[config.mk]
export PLATFORM = sky130hd
export DESIGN_NAME = rf_wb_scheduler
export DESIGN_NICKNAME = d
export VERILOG_FILES = /design/src/rtl/rf_wb_scheduler.sv
export SDC_FILE = /design/constraint.sdc
export NUM_CORES = 1
export LEC_CHECK = 0
export ABC_CLOCK_PERIOD_IN_PS = 5500
export BUFFER_PORTS_ARGS = -buffer_cell sky130_fd_sc_hd__buf_2
export CAP_MARGIN = 10
export CORE_ASPECT_RATIO = 1.75
export CORE_MARGIN = 1.5
export CORE_UTILIZATION = 55
export CTS_BUF_LIST = sky130_fd_sc_hd__clkbuf_2 sky130_fd_sc_hd__clkbuf_4 sky130_fd_sc_hd__clkbuf_8
export DETAILED_ROUTE_END_ITERATION = 12
export GPL_TIMING_DRIVEN = 0
export PLACE_DENSITY = 0.88
export SLEW_MARGIN = 20
export SYNTH_ARGS = -nofsm -noshare
export SYNTH_HDL_FRONTEND = slang
export SYNTH_SLANG_ARGS = --single-unit
[constraint.sdc]
create_clock -name clk -period 5.5 [get_ports clk]
set_input_delay 0.825 -clock clk [delete_from_list [all_inputs] [get_ports clk]]
set_output_delay 0.825 -clock clk [all_outputs]
set_load 0.005 [all_outputs]
[src/rtl/rf_wb_scheduler.sv]
// Register-file write-port scheduler: round-robin over pipe/LSU/MDU writebacks,
// registered write stage, and a busy scoreboard for long-latency destinations.
module rf_wb_scheduler #(
  parameter int NREQ = 3,
  parameter int XLEN = 32
) (
  input  logic            clk,
  input  logic            rst_n,
  input  logic            pipe_wb_valid,
  input  logic            lsu_wb_valid,
  input  logic            mdu_wb_valid,
  output logic            pipe_wb_ready,
  output logic            lsu_wb_ready,
  output logic            mdu_wb_ready,
  input  logic [4:0]      pipe_wb_rd,
  input  logic [4:0]      lsu_wb_rd,
  input  logic [4:0]      mdu_wb_rd,
  input  logic [XLEN-1:0] pipe_wb_data,
  input  logic [XLEN-1:0] lsu_wb_data,
  input  logic [XLEN-1:0] mdu_wb_data,
  input  logic            iss_valid,
  input  logic            iss_long,
  input  logic [4:0]      iss_rd,
  input  logic [4:0]      chk_rs1,
  input  logic [4:0]      chk_rs2,
  input  logic [4:0]      chk_rd,
  output logic            hazard_stall,
  output logic            rf_rd_en,
  output logic [4:0]      rf_rd,
  output logic [XLEN-1:0] rf_rd_datain,
  output logic [31:0]     busy_vec,
  output logic            sb_err
);

  logic [NREQ-1:0]           vld;
  logic [NREQ-1:0][4:0]      req_rd;
  logic [NREQ-1:0][XLEN-1:0] req_data;
  logic [NREQ-1:0]           gnt;
  logic [1:0]                ptr, gidx, idx;
  logic                      xfer;
  logic [4:0]                xfer_rd;
  logic [XLEN-1:0]           xfer_data;
  logic [31:0]               busy, busy_nxt, set_mask, clr_mask;
  logic                      set, clr, set_err, clr_err;
  logic [2:0][4:0]           chk_regs;
  logic [2:0]                hz;

  assign vld      = {mdu_wb_valid, lsu_wb_valid, pipe_wb_valid};
  assign req_rd   = {mdu_wb_rd, lsu_wb_rd, pipe_wb_rd};
  assign req_data = {mdu_wb_data, lsu_wb_data, pipe_wb_data};

  // First valid requester at or after ptr, wrapping modulo NREQ.
  always_comb begin
    xfer = 1'b0;
    gidx = ptr;
    idx  = '0;
    for (int k = 0; k < NREQ; k++) begin
      idx = 2'((int'(ptr) + k) % NREQ);
      if (!xfer && vld[idx]) begin
        xfer = 1'b1;
        gidx = idx;
      end
    end
  end

  assign gnt = xfer ? (NREQ'(1) << gidx) : '0;
  assign {mdu_wb_ready, lsu_wb_ready, pipe_wb_ready} = gnt;

  assign xfer_rd   = req_rd[gidx];
  assign xfer_data = req_data[gidx];

  assign set      = iss_valid & iss_long & (iss_rd != 5'd0);
  assign clr      = xfer & (gidx != 2'd0) & (xfer_rd != 5'd0);
  assign set_mask = set ? (32'd1 << iss_rd) : 32'd0;
  assign clr_mask = clr ? (32'd1 << xfer_rd) : 32'd0;
  // Clear first, then set, so a same-cycle set on the cleared register wins.
  assign busy_nxt = ((busy & ~clr_mask) | set_mask) & ~32'd1;
  assign set_err  = set & busy[iss_rd] & ~(clr & (xfer_rd == iss_rd));
  assign clr_err  = clr & ~busy[xfer_rd];
  assign busy_vec = busy;

  // The write-stage term covers the cycle between the busy clear and the RF write.
  assign chk_regs = {chk_rd, chk_rs2, chk_rs1};
  always_comb begin
    hz = '0;
    for (int i = 0; i < 3; i++)
      hz[i] = (chk_regs[i] != 5'd0) &
              (busy[chk_regs[i]] | (rf_rd_en & (rf_rd == chk_regs[i])));
  end
  assign hazard_stall = |hz;

  always_ff @(posedge clk or negedge rst_n) begin
    if (!rst_n) begin
      ptr          <= '0;
      rf_rd_en     <= 1'b0;
      rf_rd        <= '0;
      rf_rd_datain <= '0;
      busy         <= '0;
      sb_err       <= 1'b0;
    end else begin
      busy   <= busy_nxt;
      sb_err <= sb_err | set_err | clr_err;
      if (xfer) begin
        ptr          <= (gidx == 2'd2) ? 2'd0 : gidx + 2'd1;
        rf_rd_en     <= (xfer_rd != 5'd0);
        rf_rd        <= xfer_rd;
        rf_rd_datain <= xfer_data;
      end else begin
        rf_rd_en <= 1'b0;
      end
    end
  end

endmodule

==> results.md <==
* Clock share of power at 9.9%
* Reg-to-reg slack, setup at 1230 ps
* Initial drt markers at 735
* Synth area leader: dfrtp_1
* Post-synth top cells: nand2_1 (111), a21oi_1 (105), dfrtp_1 (72), nor2_1 (61), mux4_2 (36)
* Synth Area in Compound Gates at 23.1%
* Cell count after synthesis at 670
* Setup bufs post-CTS at 0
* Reg2reg start: ptr[1]$_DFFE_PN0P_
* Die height at 138 um
* Leakage power at 3.26 nW
* Buffers on Ports at 203
* CTS Buf Count at 9
* Worst EP required at 4680 ps
* Seq cells post-synth at 72
* Slew HR at 36.6%
* Comb pwr share at 67.1%
* Clk root buf: clkbuf_8
* Layout Nets at 1,027
* Synth Area in Simple Gates at 20.2%
* Most used DFF post-synth: dfrtp_1
* Clk buf depth at 2
* Final WL at 21,600 um
* Share of the synthesized area in the top cell type at 31.5%
* Final Hold Vio Count at 0
* RSZ-0062 raised after global routing: no
* Vias in the first global route at 6,421
* Ys Warns at 0
* Adder-Cell Fraction of Synth Area at 0.874%
* Peak VDD IR at 0.000659 V
* Clock sink count at 72
* Area Growth Syn to Fin at 25.2%
* Post-Synth XOR/XNOR Area at 2.45%
* Setup violators final at 0
* Fraction of layout instances using a drive strength above 1 at 31.8%
* TritonCTS clock tree: done
* Synth Area per Inst at 8.55 um^2
* Diode count at 0
* Initial core utilization at 56.3%
* Hpwl dp at 16,700 um
* Finished Core Util at 70.4%
* Unique masters post-synth at 66
* Top-count cell post-synth: nand2_1
* Endpoint class of the critical path: output pin
* Setup TNS Final at 0 ps
* Outcome: finished clean
* Net Switching at 2.69 mW
* Minimum clock period at 4340 ps
* Post-synth EDFFs at 0
* Async set-or-reset flop fraction in the synthesized netlist at 100%
* Drt wl/cell at 21.3 um
* Worst Reg-to-Reg Cells at 12
* R2r endpoint: busy_vec[11]$_DFF_PN0_
* First-pass GRT wire length at 32,700 um
* Reg power frac at 23.1%
* Multiplexer share of the synthesized area at 17.7%
* Antenna-violating nets left at 0
* Tcrit/Tclk final at 79.0%
* Cell Area, Synth at 5730 um^2
* Initial antenna violation count at 0
* Worst-skew pair later-pin latency at 370 ps
* Sequential fraction of the synthesis area at 31.5%
* Transition time of the tightest slew-check pin at 950 ps
* Hold Crit Class: input port to async pin
* Largest family of logic cells by synthesized area: compound AO/OA/AOI/OAI gates
* Syn Nets at 812
* Maximum number of pins on one net before global-route repair at 49
* Drt via density at 6.56
* Vias at 6,669
* H-tree depth at 3
* PD cells at 727 nW/um^2
* Resized cells post-CTS at 0
* Row count at 49
* CP arrival at 3520 ps
* Top post-synthesis cells by area: dfrtp_1 (31%), mux4_2 (14%), a21oi_1 (9.2%), nand2_1 (7.3%), nor2_1 (4.0%)
* CP Class: input port to output pin
* Total GRT Usage at 39.8%
* Max Cap Viol at 0
* Die span in x at 80.1 um
* Io pins at 213
* Clock transition at the registers of the reported paths at 80 ps
* Drt first pass iters at 6
* Highest clock rate at 0.230 GHz
* Top fanout value on the critical path at 10
* Pint at 2.53 mW
* Slew Viols, Final at 0
* # DRC at 0
* CP startpoint kind: input port
* Hold_buf cts at 0
* Core area at 10,200 um^2
* Die Area at 11,100 um^2
* Congestion Overflow GR at 0
* Sw Ratio at 51.5%
* GP Congestion at 1.01
* Post-Route Skew at 8.11 ps
## cell families (layout without fill, tap and decap cells)
group | Yosys count | in the layout
AND/OR/NAND/NOR | 250 | 250
AO/OA/AOI/OAI | 216 | 216
flip-flops | 72 | 72
buffers and inverters | 56 | 275
multiplexers | 55 | 55
XOR/XNOR | 16 | 16
adder cells (fa/ha/maj) | 4 | 4
other | 1 | 1
## worst max path at each step
stage,cells after the start,startpoint,end,slack (ps)
after floorplan,7,chk_rs2[0],hazard_stall,1990
after global placement,11,lsu_wb_valid,busy_vec[11]$_DFF_PN0_,1360
after global routing,12,ptr[1]$_DFFE_PN0P_,busy_vec[5]$_DFF_PN0_,990
after CTS,12,ptr[1]$_DFFE_PN0P_,busy_vec[11]$_DFF_PN0_,1370
final,9,chk_rd[0],hazard_stall,1160
after detailed placement,11,lsu_wb_valid,busy_vec[11]$_DFF_PN0_,1320
## registers in the layout, summed over array words and instances, names as in the netlist
| signal | count |
|---|---|
| rf_rd_en | 1 |
| sb_err | 1 |
| rf_rd | 5 |
| busy_vec | 31 |
| ptr | 2 |
| rf_rd_datain | 32 |
## metrics by stage
| stage | setup slack (ps) | instance area, um^2 | total power [mW] | hold WS, ps | instances |
|---|---|---|---|---|---|
| 2_1_floorplan | 1990 | 5730 | 3.44 | 473 | 670 |
| 5_1_grt | 995 | 7170 | 5.55 | 381 | 1016 |
| 3_5_place_dp | 1320 | 6930 | 4.58 | 471 | 1001 |
| 6_report | 1160 | 7170 | 5.21 | 361 | 1016 |
| 4_1_cts | 1370 | 7170 | 5.10 | 364 | 1016 |
| 3_3_place_gp | 1360 | 6900 | 4.50 | 489 | 1000 |
## power groups by stage
stage	clock [mW]	sequential, mW	combinational (mW)
after detailed placement	0	1.18	3.40
final	0.514	1.20	3.50
after global placement	0	1.17	3.33
after floorplan	0	1.06	2.38
after CTS	0.515	1.17	3.42
after global routing	0.537	1.21	3.80
## area by class of cell
| type | count | area, um^2 |
|---|---|---|
| clock buffers | 10 | 131 |
| fillers | 858 | 3010 |
| clock inverters | 5 | 106 |
| well taps | 127 | 159 |
| multi-input cells | 542 | 3690 |
| inverters | 9 | 33.8 |
| plain buffers | 47 | 204 |
| repair buffers | 204 | 1050 |
| flip-flops and latches | 72 | 1800 |
## per-layer routing
metal | GRT usage (%) | wire [um]
met5 | 0 | 0
met1 | 40.8 | 6720
met4 | 28.4 | 1780
met2 | 68.4 | 10800
met3 | 11.1 | 2390
## cells in the final DEF (no fill, tap or decap), types with 3 or more instances in the layout
cell type | synthesis | routed
buf_1 | 15 | 15
inv_1 | 8 | 8
o22ai_1 | 6 | 6
o2bb2ai_1 | 4 | 4
bufinv_16 | 0 | 3
clkbuf_1 | 24 | 24
mux2_2 | 7 | 7
or3_1 | 5 | 5
nor2_1 | 61 | 61
dfrtp_1 | 72 | 72
mux4_2 | 36 | 36
nand2_1 | 111 | 111
and3_1 | 10 | 10
nor3_1 | 13 | 13
a32o_1 | 4 | 4
mux2i_1 | 11 | 11
clkbuf_8 | 0 | 9
a22o_1 | 9 | 9
or4_1 | 4 | 4
buf_4 | 2 | 3
xor2_1 | 12 | 12
buf_2 | 4 | 206
nand3_1 | 9 | 9
o211ai_1 | 4 | 4
nand4_1 | 9 | 9
o31ai_1 | 13 | 13
o21ai_0 | 34 | 34
o21ai_1 | 10 | 10
xnor2_1 | 4 | 4
nand2b_1 | 4 | 4
nor4_1 | 8 | 8
nor2b_1 | 4 | 4
a21oi_1 | 105 | 105
ha_1 | 4 | 4
## critical path, stage by stage
cell	delay, ps
buf_2	100
buf_1	580
mux4_2	610
mux4_2	490
nor2b_1	120
nor2_1	50
o22ai_1	390
o2111ai_1	170
buf_2	170
(Power assumes the default switching activity.)
